==> src/rtl/uart_tx_framer.sv <==
`default_nettype none
// uart_tx_framer: UART transmitter with built-in baud divider; frame format comes from usr_options,
// which is latched together with tx_data when a byte is accepted.
module uart_tx_framer #(
  parameter int CLK_FREQ = 50_000_000
) (
  input  logic       sys_clk,
  input  logic       reset,
  input  logic [7:0] usr_options,
  input  logic [7:0] tx_data,
  input  logic       tx_valid,
  output logic       tx_ready,
  input  logic       cts,
  output logic       serial_out,
  output logic       busy,
  output logic       done
);

  localparam int DIV_W = $clog2(CLK_FREQ / 9600);

  localparam logic [DIV_W-1:0] c_DIV_9600   = DIV_W'(CLK_FREQ / 9600 - 1);
  localparam logic [DIV_W-1:0] c_DIV_19200  = DIV_W'(CLK_FREQ / 19200 - 1);
  localparam logic [DIV_W-1:0] c_DIV_57600  = DIV_W'(CLK_FREQ / 57600 - 1);
  localparam logic [DIV_W-1:0] c_DIV_115200 = DIV_W'(CLK_FREQ / 115200 - 1);

  typedef enum logic [2:0] {
    S_IDLE     = 3'd0,
    S_WAIT_CTS = 3'd1,
    S_START    = 3'd2,
    S_DATA     = 3'd3,
    S_PARITY   = 3'd4,
    S_STOP     = 3'd5
  } state_t;

  state_t           r_state, w_state_nxt;
  logic [DIV_W-1:0] r_div, w_div_nxt;
  logic [DIV_W-1:0] r_div_max, w_div_sel;
  logic [2:0]       r_bit, w_bit_nxt;
  logic [7:0]       r_data;
  logic [4:0]       r_cfg;
  logic             r_line, w_line_nxt;
  logic             r_done, w_done_nxt;
  logic             w_load;
  logic             w_bit_end;
  logic             w_parity;
  logic [2:0]       w_last_bit;
  logic [2:0]       w_bit_inc;

  always_comb begin
    case (usr_options[7:6])
      2'd0:    w_div_sel = c_DIV_9600;
      2'd1:    w_div_sel = c_DIV_19200;
      2'd2:    w_div_sel = c_DIV_57600;
      default: w_div_sel = c_DIV_115200;
    endcase
  end

  // r_data holds only the n live bits, so a plain reduction gives the data parity.
  assign w_bit_end  = (r_div == r_div_max);
  assign w_last_bit = 3'd7 - {1'b0, r_cfg[3:2]};
  assign w_bit_inc  = r_bit + 3'd1;
  assign w_parity   = (^r_data) ^ r_cfg[1];

  always_comb begin
    w_state_nxt = r_state;
    w_div_nxt   = r_div;
    w_bit_nxt   = r_bit;
    w_line_nxt  = r_line;
    w_done_nxt  = 1'b0;
    w_load      = 1'b0;
    case (r_state)
      S_IDLE: begin
        w_line_nxt = 1'b1;
        w_div_nxt  = '0;
        w_bit_nxt  = '0;
        if (tx_valid) begin
          w_load = 1'b1;
          if (usr_options[5] && !cts) begin
            w_state_nxt = S_WAIT_CTS;
          end else begin
            w_state_nxt = S_START;
            w_line_nxt  = 1'b0;
          end
        end
      end
      S_WAIT_CTS: begin
        w_line_nxt = 1'b1;
        if (cts) begin
          w_state_nxt = S_START;
          w_line_nxt  = 1'b0;
        end
      end
      S_START: begin
        if (w_bit_end) begin
          w_div_nxt   = '0;
          w_bit_nxt   = '0;
          w_state_nxt = S_DATA;
          w_line_nxt  = r_data[0];
        end else begin
          w_div_nxt = r_div + 1'b1;
        end
      end
      S_DATA: begin
        if (w_bit_end) begin
          w_div_nxt = '0;
          if (r_bit == w_last_bit) begin
            w_bit_nxt = '0;
            if (r_cfg[0]) begin
              w_state_nxt = S_PARITY;
              w_line_nxt  = w_parity;
            end else begin
              w_state_nxt = S_STOP;
              w_line_nxt  = 1'b1;
            end
          end else begin
            w_bit_nxt  = w_bit_inc;
            w_line_nxt = r_data[w_bit_inc];
          end
        end else begin
          w_div_nxt = r_div + 1'b1;
        end
      end
      S_PARITY: begin
        if (w_bit_end) begin
          w_div_nxt   = '0;
          w_bit_nxt   = '0;
          w_state_nxt = S_STOP;
          w_line_nxt  = 1'b1;
        end else begin
          w_div_nxt = r_div + 1'b1;
        end
      end
      S_STOP: begin
        w_line_nxt = 1'b1;
        if (w_bit_end) begin
          w_div_nxt = '0;
          if (r_cfg[4] && (r_bit == 3'd0)) begin
            w_bit_nxt = 3'd1;
          end else begin
            w_bit_nxt   = '0;
            w_state_nxt = S_IDLE;
            w_done_nxt  = 1'b1;
          end
        end else begin
          w_div_nxt = r_div + 1'b1;
        end
      end
      default: begin
        w_state_nxt = S_IDLE;
        w_line_nxt  = 1'b1;
      end
    endcase
  end

  always_ff @(posedge sys_clk or negedge reset) begin
    if (!reset) begin
      r_state <= S_IDLE;
      r_div   <= '0;
      r_bit   <= '0;
      r_line  <= 1'b1;
      r_done  <= 1'b0;
    end else begin
      r_state <= w_state_nxt;
      r_div   <= w_div_nxt;
      r_bit   <= w_bit_nxt;
      r_line  <= w_line_nxt;
      r_done  <= w_done_nxt;
    end
  end

  always_ff @(posedge sys_clk or negedge reset) begin
    if (!reset) begin
      r_data    <= '0;
      r_cfg     <= '0;
      r_div_max <= '0;
    end else if (w_load) begin
      r_data    <= tx_data & (8'hFF >> usr_options[3:2]);
      r_cfg     <= usr_options[4:0];
      r_div_max <= w_div_sel;
    end
  end

  assign tx_ready   = (r_state == S_IDLE);
  assign busy       = (r_state != S_IDLE);
  assign serial_out = r_line;
  assign done       = r_done;

endmodule
`default_nettype wire

==> config.mk <==
export PLATFORM = sky130hd
export DESIGN_NAME = uart_tx_framer
export DESIGN_NICKNAME = d
export VERILOG_FILES = /design/src/rtl/uart_tx_framer.sv
export SDC_FILE = /design/constraint.sdc
export NUM_CORES = 1
export LEC_CHECK = 0
export BUFFER_PORTS_ARGS = -buffer_cell sky130_fd_sc_hd__buf_2
export CAP_MARGIN = 20
export CORE_MARGIN = 3
export CORE_UTILIZATION = 60
export DETAILED_ROUTE_END_ITERATION = 6
export PLACE_DENSITY = 0.81
export SETUP_SLACK_MARGIN = 0.4
export SYNTH_ARGS = -nofsm -noshare
export SYNTH_HDL_FRONTEND = slang
export SYNTH_SLANG_ARGS = --single-unit
==> constraint.sdc <==
create_clock -name sys_clk -period 3.93 [get_ports sys_clk]
set_input_delay 0.393 -clock sys_clk [delete_from_list [all_inputs] [get_ports sys_clk]]
set_output_delay 0.393 -clock sys_clk [all_outputs]
set_load 0.005 [all_outputs]
==> metrics.md, run 1 <==
| Metric | Value |
|---|---|
| Outcome | completed |
| Worst r2r src | r_state[0]$_DFFE_PN0P_ |
| LEAKAGE | 1.34 nW |
| DRT iter0 DRCs | 155 |
| Setup Fix Bufs, Post-CTS | 0 |
| GRT busiest layer | met1 |
| Root Driver | clkbuf_8 |
| Skew final | 0.00690 ns |
| Net Switching | 630 uW |
| Crit path time final | 2.21 ns |
| Core ar. | 0.00385 mm^2 |
| PD cells | 633 mW/mm^2 |
| Placer Congestion | 0.820 |
| Critical path arrival | 2.43 ns |
| Fin util | 71.1% |
| Fin crit share | 56.1% |
| WL per Instance | 15.0 um |
| CTS resizes | 0 |
| Clock transition at path regs | 0.08 ns |
| Clk sinks | 44 |
| Routed Antenna Nets | 0 |
| Ports | 24 |
| Mapped Avg Cell Area | 9.24 um^2 |
| Comb pwr share | 35.6% |
| R2r setup slk | 1.72 ns |
| Part of the power in the clock network | 19.6% |
| Setup-failing EPs final | 0 |
| # diodes | 0 |
| # DRC | 0 |
| Port bufs | 23 |
| RSZ-0062 raised after global routing | no |
| Final WL | 5.15 mm |
| Setup tns final | 0 ns |
| Sw Ratio | 36.3% |
| Die area | 0.00502 mm^2 |
| Max VDD drop | 320 uV |
| Number of synthesis warnings | 0 |
| Pin count of the biggest net entering global routing | 45 |
| First-pass GRT wire length | 8.80 mm |
| TritonCTS clock tree | yes |
| Row count | 22 |
| Fraction of layout cells with a size suffix above 1 | 14.3% |
| Internal cell power | 1.11 mW |
| Post-synth EDFFs | 0 |
| Synthesis-to-layout area growth | 8.73% |
| Worst-margin pin slew | 0.961 ns |
| Max-cap violations | 0 |
| Endpoints failing hold | 0 |
| CTS max path bufs | 2 |
| Relative slew slack | 36.0% |
| Startpoint types | flip-flop |
| Total power | 1.74 mW |
| Synthesized instance count | 273 |
| First-pass DRT Iterations | 4 |
| Final #Nets | 323 |
| Min-Delay Path Class | input port to async pin |
| Die Height | 70.8 um |
| Fmax | 453 MHz |
| Vias in the first global route | 1901 |
| Top_reg_cell synth | dfrtp_1 |
| Critical path required time | 4.16 ns |
| Mapped Area | 0.00252 mm^2 |
| Post-DP HPWL | 3.67 mm |
| Crit path max fanout | 20 |
| M2 GR Usage | 31.7% |
| Gr ovfl total | 0 |
| GRT met1 Usage | 32.2% |
| R2r endpoint | r_div_max[8]$_DFFE_PN0P_ |
| Placed insts | 334 |
| Fill cells | 299 |
| Antenna violations before repair | 0 |
| Hold buffer count at CTS | 0 |
| All-layer global routing usage | 22.0% |
| Met3 Usage GRT | 5.68% |
| Clk Latency, worst-skew pair | 0.30 ns |
| Synth area leader | dfrtp_1 |
| Reg power frac | 44.8% |
| Post-Layout Cell Count | 342 |
| Netlist cell types | 45 |
| Slew Limit Fails | 0 |
| Post-synthesis register bit count | 44 |
| Synth top area share | 42.7% |
| Vias | 2038 |
| Asr flop ratio synth | 100% |
| R2R depth | 4 |
| Seq/Total Area, Yosys | 43.7% |
| Syn nets | 303 |
| Element type at the critical path end | flip-flop |
| H-Tree Depth | 2 |
| TritonCTS Buffers | 5 |
| Setup Crit Path Kind | flip-flop to flip-flop |
| Area contributors post-synth | dfrtp_1, nand2_1, ha_1, xor2_1, a31oi_1 |
| Area of the multi-input gates | 0.00130 mm^2 |
| Die width | 70.8 um |
| Register area | 0.00110 mm^2 |
| Initial Utilization | 65.4% |
| Vias/cell | 5.96 |
[how the worst max path moves through the flow]
| stage | startpoint | endpoint | slack, ns | cells after the start |
|---|---|---|---|---|
| 2_1_floorplan | r_bit[0]$_DFFE_PN0P_ | serial_out$_DFFE_PN1P_ | 1.91 | 7 |
| 3_3_place_gp | r_bit[0]$_DFFE_PN0P_ | serial_out$_DFFE_PN1P_ | 1.86 | 7 |
| 3_5_place_dp | r_bit[0]$_DFFE_PN0P_ | serial_out$_DFFE_PN1P_ | 1.75 | 7 |
| 4_1_cts | r_state[0]$_DFFE_PN0P_ | r_div_max[8]$_DFFE_PN0P_ | 1.73 | 4 |
| 5_1_grt | r_state[1]$_DFFE_PN0P_ | r_div_max[6]$_DFFE_PN0P_ | 1.47 | 3 |
| 6_report | r_state[0]$_DFFE_PN0P_ | r_div_max[8]$_DFFE_PN0P_ | 1.72 | 4 |
[worst max-delay path: stages, from the launching register on]
cell and delay [ns]:
dfrtp_1 0.51, nor3_1 0.52, and2_1 0.69, o21ai_0 0.27
nand2_1 0.14
[layout by cell type (no fill, tap or decap), types with 3 or more instances in the layout]
cell type and n:
a21oi_1 14, a31oi_1 13, a41oi_1 3, and3_1 6
buf_2 23, clkbuf_8 5, dfrtp_1 43, ha_1 10
inv_1 12, nand2_1 60, nand2b_1 7, nand3_1 9
nand4_1 6, nor2_1 11, nor3_1 4, o21ai_0 13
xnor2_1 5, xor2_1 12
[synthesized netlist by cell type, types with 5 or more instances]
| cell type | instances |
|---|---|
| nand2_1 | 60 |
| dfrtp_1 | 43 |
| a21oi_1 | 14 |
| a31oi_1 | 13 |
| o21ai_0 | 13 |
| inv_1 | 12 |
| xor2_1 | 12 |
| nor2_1 | 11 |
| ha_1 | 10 |
| nand3_1 | 9 |
| nand2b_1 | 7 |
| and3_1 | 6 |
| nand4_1 | 6 |
| clkbuf_1 | 5 |
| xnor2_1 | 5 |
[area by class of cell]
class                   instances  share of cell area (%)
clock inverters                 2                    1.28
clock buffers                   6                    2.65
multi-input cells             206                    47.6
repair buffers                 24                    4.47
inverters                      12                    1.64
well taps                      48                    2.19
flip-flops and latches         44                    40.2
[cells by family after synthesis]
logic type,after synthesis,synth area share [%]
AND/OR/NAND/NOR,116,22.3
XOR/XNOR,18,6.80
adder cells (fa/ha/maj),10,4.96
flip-flops,44,43.7
buffers and inverters,23,4.57
multiplexers,6,3.47
AO/OA/AOI/OAI,56,14.2
[power by group through the flow]
| stage | combinational, mW | sequential (mW) | clock, mW |
|---|---|---|---|
| global route | 0.683 | 0.798 | 0.367 |
| floorplan | 0.534 | 0.716 | 0 |
| detailed placement | 0.616 | 0.784 | 0 |
| CTS | 0.619 | 0.773 | 0.345 |
| global placement | 0.589 | 0.773 | 0 |
| finish | 0.618 | 0.779 | 0.340 |
[per-stage QoR]
step,instance area [um^2],hold WS [ns],worst slack [ns]
floorplan,2520,0.0974,1.91
global placement,2630,0.481,1.86
detailed placement,2630,0.492,1.75
CTS,2740,0.275,1.73
global route,2740,0.283,1.47
finish,2740,0.243,1.72
[registers in the layout, summed over array words and instances (netlist names)]
name        flops
done            1
r_bit           3
r_state         3
serial_out      1
r_div          13
r_cfg           5
r_div_max      10
r_data          8
[metal layers]
| metal | routed length (um) | share of wire (%) | vias up |
|---|---|---|---|
| met1 | 2390 | 46 | 963 |
| met3 | 326 | 6.3 | 8 |
| met4 | 67 | 1.3 | 0 |
| met2 | 2360 | 46 | 65 |
| li1 | - | - | 1002 |
| met5 | 0 | 0 | - |
(Power assumes the default switching activity.)
==> run 2: changes to the inputs <==
--- a/config.mk
+++ b/config.mk
@@ -8,9 +8,9 @@
 export BUFFER_PORTS_ARGS = -buffer_cell sky130_fd_sc_hd__buf_2
 export CAP_MARGIN = 20
 export CORE_MARGIN = 3
-export CORE_UTILIZATION = 60
+export CORE_UTILIZATION = 59
 export DETAILED_ROUTE_END_ITERATION = 6
-export PLACE_DENSITY = 0.81
+export PLACE_DENSITY = 0.79
 export SETUP_SLACK_MARGIN = 0.4
 export SYNTH_ARGS = -nofsm -noshare
 export SYNTH_HDL_FRONTEND = slang
==> constraint.sdc (replaced) <==
create_clock -name sys_clk -period 2.2 [get_ports sys_clk]
set_input_delay 0.22 -clock sys_clk [delete_from_list [all_inputs] [get_ports sys_clk]]
set_output_delay 0.22 -clock sys_clk [all_outputs]
set_load 0.005 [all_outputs]
==> run 2 against run 1 <==
Against the previous run:
- clock skew fell by 0.00064 ns
- clock-buffer cell count did not move
- clock power rose by 95%
- sequential power rose by 76%
- critical path depth rose by 1
- via count rose by 14%
- combinational power rose to 2.8 times the previous value
- worst hold slack got worse by 0.14 ns
- sequential cell count did not move
- non-clock buffer count rose by 27
==> metrics.md, run 2 (synthesized netlist as in run 1, its figures left out) <==
| Metric | Value |
|---|---|
| Max-cap violations | 0 |
| Most flops, register | r_div |
| Worst r2r src | r_div[10]$_DFFE_PN0P_ |
| WL per Instance | 17.7 um |
| Number of flip-flops in the largest register | 13 |
| Worst-margin pin slew | 0.533 ns |
| R2r endpoint | r_state[0]$_DFFE_PN0P_ |
| Antenna violations before repair | 0 |
| Element type at the critical path end | flip-flop |
| # diodes | 0 |
| Slew Limit Fails | 0 |
| All-layer global routing usage | 27.3% |
| # DRC | 0 |
| Port bufs | 23 |
| RSZ-0062 raised after global routing | yes |
| Critical path destination | r_state[0]$_DFFE_PN0P_ |
| Fmax | 497 MHz |
| GRT met1 Usage | 36.3% |
| Initial Utilization | 62.1% |
| Most frequent cells in the layout | nand2_1, dfrtp_1, buf_2 |
| Total power | 3.77 mW |
| Startpoint types | flip-flop |
| Die area | 0.00509 mm^2 |
| Placer Congestion | 0.930 |
| Final #Nets | 353 |
| R2r setup slk | 0.19 ns |
| GRT busiest layer | met2 |
| Outcome | completed |
| LEAKAGE | 1.51 nW |
| Largest registers | r_div x13, r_div_max x10, r_data x8 |
| R2R depth | 5 |
| Die width | 71.4 um |
| Setup Crit Path Kind | flip-flop to flip-flop |
| Final WL | 6.62 mm |
| CP startpoint | r_div[10]$_DFFE_PN0P_ |
| M2 GR Usage | 44.9% |
| Placement Setup Slack | 0.150 ns |
| Pin count of the biggest net entering global routing | 25 |
| Clk Latency, worst-skew pair | 0.30 ns |
| H-Tree Depth | 2 |
| PnR worst setup slack | 0.188 ns |
| Vias in the first global route | 2207 |
| Relative slew slack | 64.5% |
| Clk sinks | 44 |
| First-pass GRT wire length | 10.8 mm |
| PD cells | 1180 mW/mm^2 |
| Critical path arrival | 2.19 ns |
| Die Height | 71.4 um |
| TritonCTS Buffers | 5 |
| First-pass DRT Iterations | 5 |
| Fill cells | 275 |
| Crit path time final | 2.01 ns |
| Root Driver | clkbuf_8 |
| Vias/cell | 6.19 |
| Placed insts | 347 |
| Core ar. | 0.00406 mm^2 |
| Min-Delay Path Class | input port to flip-flop |
| Endpoints failing hold | 0 |
| TritonCTS clock tree | yes |
| Vias | 2316 |
| CTS max path bufs | 2 |
| DRT iter0 DRCs | 307 |
| Row count | 23 |
| Crit path max fanout | 7 |
| Fraction of layout cells with a size suffix above 1 | 29.9% |
| Post-DP HPWL | 3.94 mm |
| Skew final | 0.00626 ns |
| Critical path required time | 2.38 ns |
| Ports | 24 |
| Clock transition at path regs | 0.09 ns |
| Fin crit share | 91.5% |
| Post-Layout Cell Count | 374 |
| Met3 Usage GRT | 4.91% |
| Routed Antenna Nets | 0 |
| Fin util | 78.7% |
| Setup tns final | 0 ns |
| Synthesis-to-layout area growth | 26.6% |
| Max VDD drop | 571 uV |
| Setup-failing EPs final | 0 |
| Gr ovfl total | 0 |
| Commonest non-fill, non-tap cell in the layout | nand2_1 |
run 2: final cells by class:
cell class	instances	area, um^2	share of cell area, %
Multi-Input combinational cell	209	1510	47.3
Clock inverter	2	38.8	1.22
Sequential cell	44	1110	34.7
Inverter	12	45.0	1.41
Clock buffer	6	82.6	2.59
Timing Repair Buffer	51	347	10.9
Tap cell	50	62.6	1.96
run 2: metal layers:
metal | part of all wire [%] | wire, um | vias to the layer above
met5 | 0 | 0 | -
met4 | 2.6 | 172 | 0
met3 | 6.6 | 439 | 22
met2 | 48 | 3160 | 125
met1 | 43 | 2840 | 1103
li1 | - | - | 1066
run 2: worst min path at each step:
stage,endpoint,startpoint,slack (ns),cells past startpoint
6_report,r_data[3]$_DFFE_PN0P_,tx_data[3],0.10,3
2_1_floorplan,done$_DFF_PN0_,reset,-0.08,0
5_1_grt,r_data[0]$_DFFE_PN0P_,tx_data[0],0.1,3
3_5_place_dp,r_div[5]$_DFFE_PN0P_,reset,0.22,1
3_3_place_gp,r_div[5]$_DFFE_PN0P_,reset,0.23,1
4_1_cts,r_data[0]$_DFFE_PN0P_,tx_data[0],0.1,3
run 2: power breakdown:
part | switching (mW) | internal (mW)
clock network | 0.290 | 0.372
registers | 0.297 | 1.07
logic | 0.884 | 0.854
run 2: critical path, cell delays in order (launching register included):
cell and delay [ns]:
dfrtp_1 0.40, or4_4 0.55, a22oi_4 0.27, and3_4 0.28
a21oi_1 0.09, o31a_1 0.31
run 2: through the flow:
| step | hold WS (ns) | cell area, um^2 |
|---|---|---|
| floorplan | -0.0756 | 2570 |
| global placement | 0.231 | 2770 |
| detailed placement | 0.225 | 2770 |
| CTS | 0.0965 | 3120 |
| global route | 0.0997 | 3190 |
| finish | 0.102 | 3190 |
run 2: what timing repair did:
item | in CTS | in global routing
pin swaps | 12 | 7
gates cloned | 3 | 0
setup buffers | 13 | 2
hold endpoints to repair | 22 | 0
hold buffers | 1 | 0
resized for setup | 17 | 18
endpoints found under the setup margin | 20 | 22
